<file path="src/rtl/hazard_stall_ctrl_pkg.sv">
// rtl/hazard_stall_ctrl_pkg.sv - shared constants and types for the hazard stall controller
// Purpose: default widths, opcode encodings, bubble fill value, FSM state
//          encoding and the latency-to-counter helper.
// Ports:   none (package).
package hazard_stall_ctrl_pkg;

  localparam int DEF_OPC_W   = 5;
  localparam int DEF_RADDR_W = 3;
  localparam int CNT_W       = 4;
  localparam int MAX_LAT     = 15;

  localparam logic [DEF_OPC_W-1:0] DEF_OPC_LOAD   = 5'b11010;
  localparam logic [DEF_OPC_W-1:0] DEF_OPC_JR     = 5'b11000;
  localparam logic [DEF_OPC_W-1:0] DEF_OPC_BUBBLE = 5'h1f;

  // Bubble register-address fields are filled with this bit (all ones).
  localparam logic BUBBLE_FILL = 1'b1;

  typedef enum logic [1:0] {
    ST_IDLE    = 2'd0,
    ST_LD_WAIT = 2'd1,
    ST_JR_WAIT = 2'd2
  } stall_state_t;

  // The detection cycle itself is the first stall cycle, so the wait
  // state only has to cover the remaining lat-1 cycles.
  function automatic logic [CNT_W-1:0] lat_to_cnt(input int lat);
    return CNT_W'(lat - 1);
  endfunction

endpackage

</file>
<file path="src/rtl/hazard_stall_ctrl_if.sv">
// rtl/hazard_stall_ctrl_if.sv - pipeline-side signal bundle for the hazard stall controller
// Purpose: groups the IF/ID and ID/EX fields, flush, and the stall/bubble outputs.
// Ports:   master drives flush + pipeline fields and receives stall outputs;
//          slave (the controller) is the reverse.
interface hazard_stall_ctrl_if #(
  parameter int OPC_W   = 5,
  parameter int RADDR_W = 3
);
  logic               flush;
  logic [OPC_W-1:0]   ifid_opcode;
  logic [RADDR_W-1:0] ifid_r1_addr;
  logic [RADDR_W-1:0] ifid_r2_addr;
  logic [OPC_W-1:0]   idex_opcode;
  logic [RADDR_W-1:0] idex_rd_addr;

  logic               stall;
  logic [OPC_W-1:0]   stall_opcode;
  logic [RADDR_W-1:0] stall_rd_addr;
  logic [RADDR_W:0]   stall_r1_addr;
  logic [RADDR_W:0]   stall_r2_addr;
  logic [3:0]         stall_cnt;

  modport master (
    output flush, ifid_opcode, ifid_r1_addr, ifid_r2_addr, idex_opcode, idex_rd_addr,
    input  stall, stall_opcode, stall_rd_addr, stall_r1_addr, stall_r2_addr, stall_cnt
  );

  modport slave (
    input  flush, ifid_opcode, ifid_r1_addr, ifid_r2_addr, idex_opcode, idex_rd_addr,
    output stall, stall_opcode, stall_rd_addr, stall_r1_addr, stall_r2_addr, stall_cnt
  );
endinterface

</file>
<file path="src/rtl/hazard_stall_ctrl_hazard_cmp.sv">
// rtl/hazard_stall_ctrl_hazard_cmp.sv - combinational load-use / jump-register hazard compare
// Purpose: flags a load-use hazard (hit_ld) and a jr-on-ID/EX-dest hazard (hit_jr).
// Ports:   ifid_opcode/ifid_r1_addr/ifid_r2_addr, idex_opcode/idex_rd_addr in;
//          hit_ld, hit_jr out.
module hazard_cmp
  import hazard_stall_ctrl_pkg::*;
#(
  parameter int               OPC_W      = DEF_OPC_W,
  parameter int               RADDR_W    = DEF_RADDR_W,
  parameter int               JR_LAT     = 1,
  parameter bit               ADDR_MATCH = 1'b1,
  parameter bit               ZERO_SKIP  = 1'b0,
  parameter logic [OPC_W-1:0] OPC_LOAD   = DEF_OPC_LOAD,
  parameter logic [OPC_W-1:0] OPC_JR     = DEF_OPC_JR,
  parameter logic [OPC_W-1:0] OPC_BUBBLE = DEF_OPC_BUBBLE
) (
  input  logic [OPC_W-1:0]   ifid_opcode,
  input  logic [RADDR_W-1:0] ifid_r1_addr,
  input  logic [RADDR_W-1:0] ifid_r2_addr,
  input  logic [OPC_W-1:0]   idex_opcode,
  input  logic [RADDR_W-1:0] idex_rd_addr,
  output logic               hit_ld,
  output logic               hit_jr
);
  logic rd_ok;
  logic r1_eq;
  logic r2_eq;

  // With ZERO_SKIP, r0 is hardwired and can never carry a dependency.
  assign rd_ok = !ZERO_SKIP || (idex_rd_addr != '0);
  assign r1_eq = (ifid_r1_addr == idex_rd_addr);
  assign r2_eq = (ifid_r2_addr == idex_rd_addr);

  assign hit_ld = (idex_opcode == OPC_LOAD) && (!ADDR_MATCH || r1_eq || r2_eq) && rd_ok;

  // A bubble in ID/EX writes nothing, so jr cannot depend on it.
  assign hit_jr = (JR_LAT > 0) && (ifid_opcode == OPC_JR) && r1_eq &&
                  (idex_opcode != OPC_BUBBLE) && rd_ok;
endmodule

</file>
<file path="src/rtl/hazard_stall_ctrl.sv">
// rtl/hazard_stall_ctrl.sv - multi-cycle load-use / jump-register stall controller
// Purpose: holds PC and IF/ID and selects bubble fields into ID/EX for
//          LOAD_LAT or JR_LAT cycles per detected hazard; flush aborts.
// Ports:   clk, rst (async, active high); bus (slave modport) carries flush,
//          IF/ID + ID/EX fields in and stall, bubble fields, stall_cnt out.
module hazard_stall_ctrl
  import hazard_stall_ctrl_pkg::*;
#(
  parameter int               OPC_W      = DEF_OPC_W,
  parameter int               RADDR_W    = DEF_RADDR_W,
  parameter int               LOAD_LAT   = 1,
  parameter int               JR_LAT     = 1,
  parameter bit               ADDR_MATCH = 1'b1,
  parameter bit               ZERO_SKIP  = 1'b0,
  parameter logic [OPC_W-1:0] OPC_LOAD   = DEF_OPC_LOAD,
  parameter logic [OPC_W-1:0] OPC_JR     = DEF_OPC_JR,
  parameter logic [OPC_W-1:0] OPC_BUBBLE = DEF_OPC_BUBBLE
) (
  input  logic                clk,
  input  logic                rst,
  hazard_stall_ctrl_if.slave  bus
);

  if (LOAD_LAT < 1 || LOAD_LAT > MAX_LAT) begin : g_bad_load_lat
    $error("hazard_stall_ctrl: LOAD_LAT must be 1..15");
  end
  if (JR_LAT < 0 || JR_LAT > MAX_LAT) begin : g_bad_jr_lat
    $error("hazard_stall_ctrl: JR_LAT must be 0..15");
  end

  localparam logic [CNT_W-1:0] LD_CNT_INIT = lat_to_cnt(LOAD_LAT);
  localparam logic [CNT_W-1:0] JR_CNT_INIT = lat_to_cnt(JR_LAT);

  stall_state_t     state;
  logic [CNT_W-1:0] cnt;
  logic             hit_ld;
  logic             hit_jr;
  logic             stall;

  hazard_cmp #(
    .OPC_W      (OPC_W),
    .RADDR_W    (RADDR_W),
    .JR_LAT     (JR_LAT),
    .ADDR_MATCH (ADDR_MATCH),
    .ZERO_SKIP  (ZERO_SKIP),
    .OPC_LOAD   (OPC_LOAD),
    .OPC_JR     (OPC_JR),
    .OPC_BUBBLE (OPC_BUBBLE)
  ) u_cmp (
    .ifid_opcode  (bus.ifid_opcode),
    .ifid_r1_addr (bus.ifid_r1_addr),
    .ifid_r2_addr (bus.ifid_r2_addr),
    .idex_opcode  (bus.idex_opcode),
    .idex_rd_addr (bus.idex_rd_addr),
    .hit_ld       (hit_ld),
    .hit_jr       (hit_jr)
  );

  // Detection stalls in the same cycle; wait states stall regardless of
  // inputs. Reset and flush both force the outputs quiet at once.
  always_comb begin
    stall = 1'b0;
    if (!rst && !bus.flush) begin
      stall = (state == ST_IDLE) ? (hit_ld || hit_jr) : 1'b1;
    end
  end

  always_ff @(posedge clk or posedge rst) begin
    if (rst) begin
      state <= ST_IDLE;
      cnt   <= '0;
    end else if (bus.flush) begin
      state <= ST_IDLE;
      cnt   <= '0;
    end else begin
      case (state)
        ST_IDLE: begin
          // Load has priority; a single-cycle load stall stays in IDLE
          // rather than falling through to the jr sequence.
          if (hit_ld) begin
            if (LOAD_LAT > 1) begin
              state <= ST_LD_WAIT;
              cnt   <= LD_CNT_INIT;
            end
          end else if (hit_jr && JR_LAT > 1) begin
            state <= ST_JR_WAIT;
            cnt   <= JR_CNT_INIT;
          end
        end
        ST_LD_WAIT, ST_JR_WAIT: begin
          if (cnt == CNT_W'(1)) begin
            state <= ST_IDLE;
            cnt   <= '0;
          end else begin
            cnt <= cnt - CNT_W'(1);
          end
        end
        default: begin
          state <= ST_IDLE;
          cnt   <= '0;
        end
      endcase
    end
  end

  assign bus.stall         = stall;
  assign bus.stall_opcode  = stall ? OPC_BUBBLE : '0;
  assign bus.stall_rd_addr = stall ? {RADDR_W{BUBBLE_FILL}} : '0;
  assign bus.stall_r1_addr = stall ? {(RADDR_W+1){BUBBLE_FILL}} : '0;
  assign bus.stall_r2_addr = stall ? {(RADDR_W+1){BUBBLE_FILL}} : '0;
  assign bus.stall_cnt     = cnt;

endmodule
</file>
<file path="src/flat_wrapper.sv">
// flat-port wrapper written by rule: the top's interface ports become plain ports
module hazard_stall_ctrl_flat import hazard_stall_ctrl_pkg::*;
#(
  parameter int               OPC_W      = DEF_OPC_W,
  parameter int               RADDR_W    = DEF_RADDR_W,
  parameter int               LOAD_LAT   = 1,
  parameter int               JR_LAT     = 1,
  parameter bit               ADDR_MATCH = 1'b1,
  parameter bit               ZERO_SKIP  = 1'b0,
  parameter logic [OPC_W-1:0] OPC_LOAD   = DEF_OPC_LOAD,
  parameter logic [OPC_W-1:0] OPC_JR     = DEF_OPC_JR,
  parameter logic [OPC_W-1:0] OPC_BUBBLE = DEF_OPC_BUBBLE
)
  (clk, rst, bus_flush, bus_ifid_opcode, bus_ifid_r1_addr, bus_ifid_r2_addr, bus_idex_opcode, bus_idex_rd_addr, bus_stall, bus_stall_opcode, bus_stall_rd_addr, bus_stall_r1_addr, bus_stall_r2_addr, bus_stall_cnt);
  hazard_stall_ctrl_if #(.OPC_W(OPC_W), .RADDR_W(RADDR_W)) bus_i ();
  input  logic clk;
  input  logic rst;
  input wire logic [$bits(bus_i.flush)-1:0] bus_flush;
  input wire logic [$bits(bus_i.ifid_opcode)-1:0] bus_ifid_opcode;
  input wire logic [$bits(bus_i.ifid_r1_addr)-1:0] bus_ifid_r1_addr;
  input wire logic [$bits(bus_i.ifid_r2_addr)-1:0] bus_ifid_r2_addr;
  input wire logic [$bits(bus_i.idex_opcode)-1:0] bus_idex_opcode;
  input wire logic [$bits(bus_i.idex_rd_addr)-1:0] bus_idex_rd_addr;
  output wire logic [$bits(bus_i.stall)-1:0] bus_stall;
  output wire logic [$bits(bus_i.stall_opcode)-1:0] bus_stall_opcode;
  output wire logic [$bits(bus_i.stall_rd_addr)-1:0] bus_stall_rd_addr;
  output wire logic [$bits(bus_i.stall_r1_addr)-1:0] bus_stall_r1_addr;
  output wire logic [$bits(bus_i.stall_r2_addr)-1:0] bus_stall_r2_addr;
  output wire logic [$bits(bus_i.stall_cnt)-1:0] bus_stall_cnt;
  assign bus_i.flush = bus_flush;
  assign bus_i.ifid_opcode = bus_ifid_opcode;
  assign bus_i.ifid_r1_addr = bus_ifid_r1_addr;
  assign bus_i.ifid_r2_addr = bus_ifid_r2_addr;
  assign bus_i.idex_opcode = bus_idex_opcode;
  assign bus_i.idex_rd_addr = bus_idex_rd_addr;
  assign bus_stall = bus_i.stall;
  assign bus_stall_opcode = bus_i.stall_opcode;
  assign bus_stall_rd_addr = bus_i.stall_rd_addr;
  assign bus_stall_r1_addr = bus_i.stall_r1_addr;
  assign bus_stall_r2_addr = bus_i.stall_r2_addr;
  assign bus_stall_cnt = bus_i.stall_cnt;
  hazard_stall_ctrl #(.OPC_W(OPC_W), .RADDR_W(RADDR_W), .LOAD_LAT(LOAD_LAT), .JR_LAT(JR_LAT), .ADDR_MATCH(ADDR_MATCH), .ZERO_SKIP(ZERO_SKIP), .OPC_LOAD(OPC_LOAD), .OPC_JR(OPC_JR), .OPC_BUBBLE(OPC_BUBBLE)) u_core (.clk(clk), .rst(rst), .bus(bus_i));
endmodule
</file>
<file path="config.mk">
export PLATFORM = sky130hd
export DESIGN_NAME = hazard_stall_ctrl_flat
export DESIGN_NICKNAME = d
export VERILOG_FILES = /design/src/rtl/hazard_stall_ctrl_pkg.sv /design/src/rtl/hazard_stall_ctrl_if.sv /design/src/rtl/hazard_stall_ctrl_hazard_cmp.sv /design/src/rtl/hazard_stall_ctrl.sv /design/src/flat_wrapper.sv
export SDC_FILE = /design/constraint.sdc
export NUM_CORES = 1
export LEC_CHECK = 0
export CAP_MARGIN = 20
export CORE_AREA = 2 2 39 41
export DETAILED_ROUTE_END_ITERATION = 10
export DIE_AREA = 0 0 41 43
export GPL_TIMING_DRIVEN = 0
export MAX_ROUTING_LAYER = met4
export PLACE_DENSITY = 0.88
export REMOVE_ABC_BUFFERS = 1
export SLEW_MARGIN = 20
export SYNTH_ARGS = -nofsm -noshare
export SYNTH_HDL_FRONTEND = slang
export SYNTH_HIERARCHICAL = 1
export SYNTH_SLANG_ARGS = --single-unit
</file>
<file path="constraint.sdc">
create_clock -name clk -period 2.85 [get_ports clk]
set_clock_uncertainty 0.2 [all_clocks]
set_input_delay 0.57 -clock clk [delete_from_list [all_inputs] [get_ports clk]]
set_output_delay 0.57 -clock clk [all_outputs]
set_load 0.005 [all_outputs]
</file>
# == After elaboration in Yosys (flattened, before gate mapping) ==
# Index checks and enable logic that the tools add are counted.
# classes
n_reduce_logical,11
addsub,1
n_mux,11
eq_ne,10
# ops
op,n
two-way mux 4 bit,3
== test 5 bit (second input constant),2
one-hot mux 4 bit (2 select lines),1
== test 3 bit,2
two-way mux 5 bit,1
!= test 5 bit (second input constant),1
== test 4 x 1 -> 1 bit (second input constant),1
logical AND 1 bit,4
two-way mux 2 bit,2
one-hot mux 2 bit (2 select lines),1
subtractor 4 x 1 -> 4 bit (second input constant),1
two-way mux 3 bit,1
!= test 3 x 2 -> 1 bit (second input constant),1
== test 2 x 1 -> 1 bit (second input constant),1
== test 2 bit (second input constant),1
zero test 1 bit,2
zero test 2 bit,1
logical OR 1 bit,2
two-way mux 1 bit,2
!= test 2 bit (second input constant),1
AND reduction 2 bit,1
OR reduction 2 bit,1
# totals
inputBits,22
register_bits,6

# == Logic depth before layout (Yosys ltp) ==
# logic_depth
word_depth,7
mapped_depth,6
depth_no_buf,5

# == Cells and area by module ==
# The synthesis kept the hierarchy.
# by_module_without_submodules
mod,cells_each,area_per_inst_um2,instances,seq_area_each_um2
hazard_stall_ctrl,23,167.7,1,0.0
hazard_cmp,15,115.1,1,0.0

# == Worst setup path after synthesis ==
# No wires, ideal clock.
# synth_path
path_type,input-to-output
startpoint,in bus_ifid_opcode[1]
endpoint,out bus_stall_opcode[0]
required_time_ps,2080
path_buffers,1
setup_slack_ps,147
cell_stages,6
arrival_ps,1933
cell_sequence,nor4b_2 nand2_1 a311oi_2 nor2_1 nor3_2 buf_4
# synth_via
elab_chain_len,7
# synth_lines
element,line,source
from (decl),flat_wrapper.sv:19,input wire logic [$bits(bus_i.ifid_opcode)-1:0] bus_ifid_opcode;
== test 5 bit,hazard_stall_ctrl_hazard_cmp.sv:37,assign hit_jr = (JR_LAT > 0) && (ifid_opcode == OPC_JR) && r1_eq &&
logical AND 1 bit (2 in a row),hazard_stall_ctrl_hazard_cmp.sv:37,
via u_core.hit_jr,hazard_stall_ctrl.sv:37,logic hit_jr;
logical OR 1 bit,hazard_stall_ctrl.sv:64,stall = (state == ST_IDLE) ? (hit_ld || hit_jr) : 1'b1;
two-way mux 1 bit,hazard_stall_ctrl.sv:64,
two-way mux 1 bit,hazard_stall_ctrl.sv:63,if (!rst && !bus.flush) begin
via bus_stall,flat_wrapper.sv:24,output wire logic [$bits(bus_i.stall)-1:0] bus_stall;
two-way mux 5 bit,hazard_stall_ctrl.sv:107,assign bus.stall_opcode = stall ? OPC_BUBBLE : '0;
to (decl),flat_wrapper.sv:25,output wire logic [$bits(bus_i.stall_opcode)-1:0] bus_stall_opcode;
# The timed path passes the listed nets, and every way through them passes these cells.

# == Worst setup path after layout ==
# layout_path
startpoint,in bus_idex_rd_addr[0]
endpoint,out bus_stall_opcode[1]
# layout_via
elab_chain_len,7
# layout_lines
element,line,source
from (decl),flat_wrapper.sv:23,input wire logic [$bits(bus_i.idex_rd_addr)-1:0] bus_idex_rd_addr;
== test 3 bit,hazard_stall_ctrl_hazard_cmp.sv:31,assign r1_eq = (ifid_r1_addr == idex_rd_addr);
logical AND 1 bit (2 in a row),hazard_stall_ctrl_hazard_cmp.sv:37,
via u_core.hit_jr,hazard_stall_ctrl.sv:37,
logical OR 1 bit,hazard_stall_ctrl.sv:64,
two-way mux 1 bit,hazard_stall_ctrl.sv:64,
two-way mux 1 bit,hazard_stall_ctrl.sv:63,
two-way mux 5 bit,hazard_stall_ctrl.sv:107,
# The timed path passes the listed nets, and every way through them passes these cells.

==> impl_metrics.toml <==
[worst_hold_path]
whs_path_depth = 7
hold_class = "primary input to output pin"
hp-start = "bus_idex_opcode[2]"
min_to = "bus_stall_r1_addr[3]"

[drt]
first_pass_iters = 1
wl_per_cell_um = 10.9
ant_nets = 0
drt_iter0_drc = 0
vias = 331
vias_per_cell = 3.94
drc = 0
drt_wl_total_um = 916

[pwr]
p_comb_frac = 1.000
seq_power_share = 0
p_per_area_nw_per_um2 = 69.3
clkPwrFrac = 0
p_switching_w = 0.0000163
irDropWorstVdd_v = 0.0000210
p_sw_frac = 0.377
power.internal_w = 0.0000269
p_leak_nw = 0.349

[logic_synthesis]
netlist.area_leader.share = 0.531
yosysSeqAreaShare = 0
ys_top_cells_by_count = "20 x buf_4, 6 x xnor2_1, 2 x nand2_1, 2 x nand3_1, 2 x nor2_1"
yosys_warnings = 6
yosysTopAreaCell = "buf_4"
yosysUniqueCellTypes = 11
synth.area.top_cells = "buf_4 53%, xnor2_1 19%, a311oi_2 5.3%"
yosysMostFrequentCell = "buf_4"
syn-instance-count = 38
synthesis.area_sq_um = 283
avgSynthCellArea_sq_um = 7.44

[global_routing]
grt_pass1_vias = 317
grt_antenna_before_repair = 0
grt_use_total = 0.102
grt_pass1_wl_um = 1280
overflow = 0
grt_max_degree = 7

[place]
io_buffers = 38
hpwl_um = 630
placed_cells = 75
dp_slack_ps = -871
place.gp.congestion = 0.436

[timing]
drv_slew = 0
period_minus_slack_ps = 2730
finalSetupViolations = 0
timing.fmax_mhz = 366
hold_viol = 0
rsz0062_at_grt = "no"
period_share = 0.957
worst_slack_ps = 121

[finish]
multi_input_area_sq_um = 181
nFlopsAndLatches = 0
drive_gt1_frac = 0.515
regArea_sq_um = 0
fill_cells = 117
instances_no_fill = 84
antennaDiodeCount = 0
nClkBuffers = 0
area_growth_pct = 121
finish.net_count = 92

[die]
die_w_um = 41
dieHeight_um = 43
io_pins = 43
start_util = 0.204
core_area_sq_um = 1380
dieArea_sq_um = 1760
placementRows = 14

[worst_setup_path]
critPathMaxFanout = 4
crit_path_start_kind = "primary input"
endpoint_kind = "output pin"
worst_ep_arrival_time_ps = 1960
required_ps = 2080
crit_type = "primary input to output pin"

[job]
maxCapViolCount = 0

[outcome]
outcome = "finished clean"
## per-layer routing
metal / track usage / share of wire / up-vias
met5: - / 0 / -
met4: 0 / 0 / 0
met3: 0.0419 / 0.24 / 0
met2: 0.219 / 0.50 / 30
met1: 0.0698 / 0.25 / 142
li1: - / - / 159
## worst max path at each step
stage	slack [ps]	to	start	depth (start not counted)
after floorplan	-60	bus_stall	bus_ifid_opcode[1]	5
after global placement	-830	bus_stall	bus_idex_rd_addr[1]	7
after detailed placement	-870	bus_stall_rd_addr[1]	bus_idex_rd_addr[2]	7
after CTS	4	bus_stall_opcode[1]	bus_ifid_opcode[0]	10
after global routing	3	bus_stall_opcode[1]	bus_idex_rd_addr[0]	10
final	120	bus_stall_opcode[1]	bus_idex_rd_addr[0]	10
## worst max-delay path: stages
cell and delay, ps:
clkbuf_2 100, xnor2_1 190, nand3_2 120, a311oi_2 270, nor2_2 80, nor3_4 200
buf_6 140, buf_6 90, buf_6 110, buf_6 90
## kinds of logic (layout without fill, tap and decap cells)
| group | count (synthesis) | count (layout) | synth area share |
|---|---|---|---|
| other | 1 | 4 | 0.0133 |
| buffers and inverters | 20 | 47 | 0.531 |
| and+or+nand+nor | 9 | 9 | 0.199 |
| xor gates and xnor gates | 6 | 6 | 0.186 |
| AOI/OAI and AO/OA | 2 | 2 | 0.0708 |
## power by group through the flow
stage               sequential [W]  combinational [W]  clock (W)
global route                     0          0.0000474          0
floorplan                        0          0.0000126          0
CTS                              0          0.0000420          0
finish                           0          0.0000433          0
detailed placement               0          0.0000469          0
global placement                 0          0.0000465          0
## repair_timing
item,in CTS,in global routing
pin swaps,15,11
gates cloned,1,0
hold buffers,0,0
setup buffers,8,0
endpoints found under the hold margin,0,0
gates resized for setup,82,20
endpoints found under the setup margin,17,17
## metrics by stage
step	hold WS, ps	power (W)	utilization	TNS, ps	instance area [sq um]
2_1_floorplan	1100	0.0000126	-	-1070	144
3_3_place_gp	1990	0.0000465	0.393	-13990	544
3_5_place_dp	2000	0.0000469	0.393	-14620	544
4_1_cts	1700	0.0000420	0.447	0	618
5_1_grt	1760	0.0000474	0.451	0	624
6_report	1700	0.0000433	0.451	0	624
## final cells by class
class,instances,area share
Timing Repair Buffer,47,0.677
Multi-Input combinational cell,21,0.291
Tap cell,16,0.0321
## placed cells by master (no fill, tap or decap), drive strengths merged
cell type      instances
dlygate4sd2           14
nand3                  2
a311oi                 1
clkdlybuf4s15          2
dlymetal6s2s           3
and3                   1
conb                   4
nor3                   1
clkdlybuf4s50          2
clkbuf                 7
nor4b                  1
buf                   19
nor2                   2
xnor2                  6
nand2                  2
a21oi                  1
Power figures use the tool's default switching activity.
